$ cat src/rtl/adc_serial_pkg.sv
// adc_serial_pkg
//   Shared definitions for the multi-channel serial ADC reader.
//   - adc_state_e : frame sequencer states
//   - ADC_OUT_W   : per-channel width of the published sample word
//   - cnt_w()     : width of a counter that must hold the values 0..n-1
package adc_serial_pkg;

    typedef enum logic [1:0] {
        IDLE  = 2'd0,
        CONV  = 2'd1,
        SHIFT = 2'd2,
        DONE  = 2'd3
    } adc_state_e;

    localparam int ADC_OUT_W = 16;

    // Never returns less than 1 so a degenerate count still gives a legal vector.
    function automatic int cnt_w(input int n);
        return (n <= 2) ? 1 : $clog2(n);
    endfunction

endpackage

$ cat src/rtl/adc_sck_gen.sv
// adc_sck_gen
//   Serial clock generator for one ADC frame. While en is high it divides
//   clk_100 into an SCK that starts low and toggles every SCK_DIV cycles.
//   sck is a plain register output, never a gated clock.
//
//   Ports
//     clk_100    in   system clock
//     reset      in   synchronous, active-high
//     en         in   high for the whole shift window; low forces sck=0
//     sck        out  registered serial clock
//     sck_rise   out  this clk_100 edge drives sck 0->1
//     sck_fall   out  this clk_100 edge drives sck 1->0 (sdo sampling edge)
//     shift_done out  this edge is the FRAME_BITS-th fall
module adc_sck_gen
    import adc_serial_pkg::*;
#(
    parameter int SCK_DIV    = 1,
    parameter int FRAME_BITS = 13
) (
    input  logic clk_100,
    input  logic reset,
    input  logic en,
    output logic sck,
    output logic sck_rise,
    output logic sck_fall,
    output logic shift_done
);

    localparam int DIV_W = cnt_w(SCK_DIV);
    localparam int BIT_W = cnt_w(FRAME_BITS);

    logic [DIV_W-1:0] div_cnt;
    logic [BIT_W-1:0] bit_cnt;
    logic             half_end;

    // The strobes are decoded from the current register state, so they are
    // high in the cycle whose closing edge performs the transition.
    always_comb begin
        half_end   = en && (div_cnt == DIV_W'(SCK_DIV - 1));
        sck_rise   = half_end && !sck;
        sck_fall   = half_end && sck;
        shift_done = sck_fall && (bit_cnt == BIT_W'(FRAME_BITS - 1));
    end

    always_ff @(posedge clk_100) begin
        if (reset || !en) begin
            div_cnt <= '0;
            bit_cnt <= '0;
            sck     <= 1'b0;
        end else begin
            if (half_end) begin
                div_cnt <= '0;
                sck     <= ~sck;
            end else begin
                div_cnt <= div_cnt + 1'b1;
            end
            if (sck_fall)
                bit_cnt <= bit_cnt + 1'b1;
        end
    end

endmodule

$ cat src/rtl/adc_serial_multi.sv
// adc_serial_multi
//   Multi-channel reader for LTC2315-class serial ADCs. One SCK/CS pair is
//   shared by CH_NUM converters; all SDO lines are shifted in parallel and
//   published as zero-extended 16-bit words with a one-cycle valid strobe.
//
//   Frame: CONV (cs high, CONV_CYC cycles) -> SHIFT (cs low, FRAME_BITS sck
//   periods) -> DONE (one cycle). Frames repeat while start is high; start
//   is only looked at in IDLE and DONE.
//
//   Ports
//     clk_100           in   system clock
//     reset             in   synchronous, active-high
//     start             in   level enable for repeated frames
//     sck               out  serial clock, idles low
//     cs                out  chip select / conversion start, active low
//     sdo               in   one serial data bit per channel
//     busy              out  high in CONV, SHIFT and DONE
//     data_valid        out  high in the DONE cycle, adc_data just updated
//     adc_data          out  channel k at [16k+15:16k], zero-extended
//     adc_data_trigger  out  per-channel rising-step trigger flag
//
//   Build option
//     ADC_SERIAL_TRIG_EN : when defined, per-channel thresholds and the
//                          trigger compare are built; otherwise the trigger
//                          outputs are tied to 0 and TRIG_STEP is ignored.
module adc_serial_multi
    import adc_serial_pkg::*;
#(
    parameter int CH_NUM    = 2,
    parameter int DATA_W    = 12,
    parameter int LEAD_BITS = 1,
    parameter int SCK_DIV   = 1,
    parameter int CONV_CYC  = 4,
    parameter int TRIG_STEP = 32
) (
    input  logic                          clk_100,
    input  logic                          reset,
    input  logic                          start,
    output logic                          sck,
    output logic                          cs,
    input  logic [CH_NUM-1:0]             sdo,
    output logic                          busy,
    output logic                          data_valid,
    output logic [ADC_OUT_W*CH_NUM-1:0]   adc_data,
    output logic [CH_NUM-1:0]             adc_data_trigger
);

    localparam int FRAME_BITS = LEAD_BITS + DATA_W;
    localparam int CONV_W     = cnt_w(CONV_CYC);

    adc_state_e        state, nxt_state;
    logic [CONV_W-1:0] conv_cnt;
    logic              conv_end;
    logic              shift_en;
    logic              sck_rise;
    logic              sck_fall;
    logic              shift_done;

    // ------------------------------------------------------------------
    // Serial clock
    // ------------------------------------------------------------------
    adc_sck_gen #(
        .SCK_DIV    (SCK_DIV),
        .FRAME_BITS (FRAME_BITS)
    ) u_sck_gen (
        .clk_100    (clk_100),
        .reset      (reset),
        .en         (shift_en),
        .sck        (sck),
        .sck_rise   (sck_rise),
        .sck_fall   (sck_fall),
        .shift_done (shift_done)
    );

    // ------------------------------------------------------------------
    // Frame sequencer
    // ------------------------------------------------------------------
    always_ff @(posedge clk_100) begin
        if (reset)
            state <= IDLE;
        else
            state <= nxt_state;
    end

    assign conv_end = (conv_cnt == CONV_W'(CONV_CYC - 1));

    always_comb begin
        nxt_state = state;
        case (state)
            IDLE:    if (start)      nxt_state = CONV;
            CONV:    if (conv_end)   nxt_state = SHIFT;
            SHIFT:   if (shift_done) nxt_state = DONE;
            DONE:    nxt_state = start ? CONV : IDLE;
            default: nxt_state = IDLE;
        endcase
    end

    always_comb begin
        cs       = 1'b1;
        busy     = 1'b0;
        shift_en = 1'b0;
        case (state)
            CONV:    busy = 1'b1;
            SHIFT: begin
                cs       = 1'b0;
                busy     = 1'b1;
                shift_en = 1'b1;
            end
            DONE:    busy = 1'b1;
            default: ;
        endcase
    end

    always_ff @(posedge clk_100) begin
        if (reset || state != CONV)
            conv_cnt <= '0;
        else
            conv_cnt <= conv_cnt + 1'b1;
    end

    // Data is registered on the edge that leaves SHIFT, so the strobe and the
    // new words are both visible throughout the DONE cycle.
    always_ff @(posedge clk_100) begin
        if (reset)
            data_valid <= 1'b0;
        else
            data_valid <= shift_done;
    end

    // ------------------------------------------------------------------
    // Per-channel capture and trigger
    // ------------------------------------------------------------------
    for (genvar k = 0; k < CH_NUM; k++) begin : g_ch
        logic [DATA_W-1:0]    shreg;
        logic [DATA_W-1:0]    word;    // shreg plus the bit sampled this edge
        logic [ADC_OUT_W-1:0] data_q;
        logic                 trig_q;

        // Every sck fall shifts; the LEAD_BITS leading bits simply fall off
        // the top, leaving the last DATA_W bits after the final fall.
        if (DATA_W == 1) begin : g_w1
            assign word = sdo[k];
        end else begin : g_wn
            assign word = {shreg[DATA_W-2:0], sdo[k]};
        end

        always_ff @(posedge clk_100) begin
            if (reset)
                shreg <= '0;
            else if (sck_fall)
                shreg <= word;
        end

        always_ff @(posedge clk_100) begin
            if (reset)
                data_q <= '0;
            else if (shift_done)
                data_q <= ADC_OUT_W'(word);
        end

`ifdef ADC_SERIAL_TRIG_EN
        localparam logic [DATA_W:0] STEP = (DATA_W + 1)'(TRIG_STEP);

        logic [DATA_W-1:0] thr_q;
        logic [DATA_W:0]   sum;
        logic [DATA_W-1:0] thr_next;

        // One extra bit catches the carry so the new threshold saturates at
        // full scale instead of wrapping to a small value.
        always_comb begin
            sum      = {1'b0, word} + STEP;
            thr_next = sum[DATA_W] ? {DATA_W{1'b1}} : sum[DATA_W-1:0];
        end

        always_ff @(posedge clk_100) begin
            if (reset) begin
                thr_q  <= '0;
                trig_q <= 1'b0;
            end else if (shift_done) begin
                trig_q <= (word > thr_q);
                thr_q  <= thr_next;
            end
        end
`else
        assign trig_q = 1'b0;
`endif

        assign adc_data[k*ADC_OUT_W +: ADC_OUT_W] = data_q;
        assign adc_data_trigger[k]               = trig_q;
    end

endmodule

$ cat config.mk
export PLATFORM = sky130hd
export DESIGN_NAME = adc_serial_multi
export DESIGN_NICKNAME = d
export VERILOG_FILES = /design/src/rtl/adc_serial_pkg.sv /design/src/rtl/adc_sck_gen.sv /design/src/rtl/adc_serial_multi.sv
export SDC_FILE = /design/constraint.sdc
export NUM_CORES = 1
export LEC_CHECK = 0
export BUFFER_PORTS_ARGS = -buffer_cell sky130_fd_sc_hd__buf_2
export CORE_ASPECT_RATIO = 1.25
export CORE_MARGIN = 2
export CORE_UTILIZATION = 40
export CTS_CLUSTER_SIZE = 8
export DETAILED_ROUTE_END_ITERATION = 12
export GPL_TIMING_DRIVEN = 0
export PLACE_DENSITY_LB_ADDON = 0.05
export SETUP_SLACK_MARGIN = 0.3
export SYNTH_ARGS = -nofsm -noshare
export SYNTH_HDL_FRONTEND = slang
export SYNTH_HIERARCHICAL = 1
export SYNTH_SLANG_ARGS = --single-unit
$ cat constraint.sdc
create_clock -name clk_100 -period 3.79 [get_ports clk_100]
set_input_delay 0.379 -clock clk_100 [delete_from_list [all_inputs] [get_ports clk_100]]
set_output_delay 0.379 -clock clk_100 [all_outputs]
set_load 0.005 [all_outputs]
Word-level counts from Yosys, hierarchy flattened:

Index checks and enable logic that the tools add are counted.

* register bits after elaboration: 57
* output and inout bits: 38

* $add $sub $neg: 3
* equality and inequality tests: 9
* mux-type cells: 8
* bitwise gates (word level): 2
* reductions and logical operators: 10

Operator list (count)
* $pmux 2 s4: 1
* $eq 2x2->1 const B: 3
* $mux 2: 3
* $ne 2x2->1 const B: 3
* $add 4x1->4 const B: 1
* $eq 4x4->1 const B: 1
* $mux 1: 4
* $logic_and 1x1->1: 3
* $reduce_and 3->1: 1
* $reduce_or 3->1: 1
* $add 2x1->2 const B: 1
* $eq 2x1->1 const B: 1
* $logic_not 2->1: 1
* $logic_or 1x1->1: 2
* $ne 2x1->1 const B: 1
* $not 1->1: 2
* $reduce_or 2->1: 1
* $add 1x1->1 const B: 1
* $logic_not 1->1: 1

Depth between registers and ports, before layout:

* word-level depth: 7
* depth in mapped cells: 8
* mapped depth without buffers: 7

Hierarchy:

The synthesis kept the hierarchy.

Modules (own cells, without submodules)
* adc_serial_multi: times used 1, cells an instance 190, area an instance 1966.9 sq um, sequential area each 1021.0 sq um
* adc_sck_gen: times used 1, cells an instance 30, area an instance 284.0 sq um, sequential area each 120.1 sq um

Least setup slack after synthesis:

OpenSTA, ideal clock, no wires.

* path type: register -> register
* from: register state[0]
* to: register state[0]
* setup time: 123 ps
* arrival time: 1867 ps
* data required time: 3667 ps
* slack: 1800 ps
* cell stages (with the launch flop): 9
* clock period less this slack: 1990 ps
* cell sequence: dfxtp_1 -> inv_1 -> ha_1 -> nand3b_4 -> nor2_1 -> buf_4 -> inv_2 -> a222oi_1 -> mux2_1

* word-level cells in the longest chain between the ends: 7

Ends and longest elaborated chain
* start, declared: RTL line adc_serial_multi.sv:51 `adc_state_e state, nxt_state;`
* start signal, assigned: RTL line adc_serial_multi.sv:82 `state <= nxt_state;`
* $eq 2x2->1: RTL line adc_serial_multi.sv:102 `case (state)`
* $mux 1: RTL line adc_serial_multi.sv:102
* net shift_en: RTL line adc_serial_multi.sv:54 `logic shift_en;`
* $logic_and 1x1->1: RTL line adc_sck_gen.sv:39 `half_end = en && (div_cnt == DIV_W'(SCK_DIV - 1));`
* $logic_and 1x1->1: RTL line adc_sck_gen.sv:41 `sck_fall = half_end && sck;`
* $logic_and 1x1->1: RTL line adc_sck_gen.sv:42 `shift_done = sck_fall && (bit_cnt == BIT_W'(FRAME_BITS - 1));`
* net shift_done: RTL line adc_serial_multi.sv:57 `logic shift_done;`
* $ne 2x2->1 (no source line)
* $reduce_and 3->1 (no source line)

The timed path passes the listed nets, and every way through them passes these cells.
A chain may end at the register's enable or synchronous reset.

Worst setup path in the final report:

Same ends and word-level chain as after synthesis.

==> impl_metrics.json <==
{
  "ir_worst_vdd_mv": 0.2183,
  "yosysWarningCount": 6,
  "nFillCells": 519,
  "dp_hpwl_um": 2653,
  "fin_crit_ns": 2.206,
  "maxCapViolations": 0,
  "reg2regPathDepth": 8,
  "die_w_um": 70.99,
  "layout_common_cells": "57 x dfxtp_1, 53 x nor2_1, 48 x mux2i_1",
  "required_ns": 4.01,
  "power.total_mw": 1.329,
  "area_growth_syn_to_layout_pct": 21.47,
  "syn-cell-area_mm2": 0.002243,
  "avgViaCountPerCell": 4.400,
  "layout_commonest_cell": "dfxtp_1",
  "post-cts-setup-buffers": 0,
  "fin_crit_sh_pct": 58.20,
  "fin_util_pct": 50.42,
  "setup_violations": 0,
  "hold_ws_ns": 0.3032,
  "gp_congestion": 0.6663,
  "fp-row-count": 30,
  "ios": 43,
  "drive_above_1_share_pct": 23.19,
  "cts_hold_buf": 0,
  "cts_resized": 0,
  "antenna_found_initial": 0,
  "cts-root-buf": "clkbuf_8",
  "start_util_pct": 41.50,
  "drc": 0,
  "leakage_nw": 1.180,
  "ctsHtreeMaxLevel": 3,
  "cts_sinks": 57,
  "avgSynthCellArea_um2": 10.24,
  "slew_violations": 0,
  "fp.dieArea_mm2": 0.006228,
  "min_path_cells": 3,
  "path_class": "reg2reg",
  "num_antenna_cells": 0,
  "wl_per_cell_um": 11.37,
  "cts_tree": "done",
  "netlist_instances": 219,
  "fin_nets": 284,
  "grt_max_degree": 11,
  "rsz0062_at_grt": "false",
  "wirelength_um": 3866,
  "overflow": 0,
  "p_per_area_mw_per_mm2": 487.6,
  "status": "completed",
  "clk_pin_slew_worst_paths_ns": 0.06,
  "hold_viol": 0,
  "core_area_mm2": 0.005405,
  "drt_pass1_iterations": 5,
  "finalSetupTns_ns": 0,
  "grt_use_total_pct": 13.40,
  "via_count": 1496,
  "grt_first_pass_wirelength_um": 6368,
  "cts_buffer_depth": 2,
  "cp-end-kind": "flip-flop",
  "max_slew_margin_pct": 65.58,
  "cp_data_arrival_time_ns": 2.43,
  "drtIter0Drc": 40,
  "die_h_um": 87.73,
  "cts_buffers": 9,
  "clock_skew_ns": 0.007737,
  "postRouteAntennaNets": 0,
  "io_buffers": 32,
  "timing.fmax_mhz": 453.4,
  "grt_pass1_vias": 1306,
  "start_kind": "flip-flop",
  "multi_input_area_um2": 968.4,
  "clock_latency_ns": 0.33,
  "critPathMaxFanout": 7,
  "hold_class": "in2reg",
  "seqCellArea_mm2": 0.001141,
  "worst-slew-pin-transition_ns": 0.5163
}
-- metrics by stage --
stage | instances | cell area, um2 | worst slack [ns]
after floorplan | 228 | 2277 | 1.814
after detailed placement | 324 | 2517 | 1.535
after CTS | 340 | 2725 | 1.533
final | 340 | 2725 | 1.584
after global placement | 324 | 2517 | 1.523
after global routing | 340 | 2725 | 1.356
-- per-layer routing --
layer,vias to the layer above,GRT usage (%),part of all wire (%)
met5,-,0,0
met4,0,9.262,3.1
met3,9,3.222,4.3
met2,32,19.37,44
met1,655,17.61,49
li1,800,-,-
-- area by class of cell --
type	instances	area share, %
inverters	10	1.377
repair buffers	32	5.877
well taps	64	2.938
plain buffers	22	4.775
flip-flops and latches	57	41.87
multi-input cells	139	35.54
clock inverters	2	1.286
clock buffers	14	6.336
-- worst max-delay path, stage by stage, from the launching register on --
cell	delay (ns)
dfxtp_1	0.33
inv_1	0.12
ha_1	0.30
nand3b_4	0.15
nor2_1	0.13
buf_4	0.18
inv_2	0.05
a222oi_1	0.48
mux2_1	0.36
-- final timing paths --
check | end | slack [ns] | start
setup reg to reg | state[0]$_SDFFE_PP0P_ | 1.58 | state[0]$_SDFFE_PP0P_
hold reg to reg | conv_cnt[0]$_SDFF_PP0_ | 0.43 | conv_cnt[0]$_SDFF_PP0_
hold / removal | g_ch[1].shreg[0]$_SDFFE_PP0P_ | 0.30 | sdo[1]
setup / recovery | state[0]$_SDFFE_PP0P_ | 1.58 | state[0]$_SDFFE_PP0P_
-- power breakdown --
group          switching [mW]  leakage (nW)  internal, mW  total (mW)
clock network           0.224         0.107         0.357       0.581
registers              0.0125         0.460         0.613       0.626
logic                  0.0663         0.614        0.0555       0.122
total                   0.303          1.18          1.03        1.33
-- state kept, by name, summed over array words and instances, names as in the netlist --
register and flops:
g_ch.shreg 22, conv_cnt 2, state 2, u_sck_gen/sck 1, data_valid 1, u_sck_gen/bit_cnt 4
g_ch.data_q 24, u_sck_gen/div_cnt 1
(Power assumes the default switching activity.)
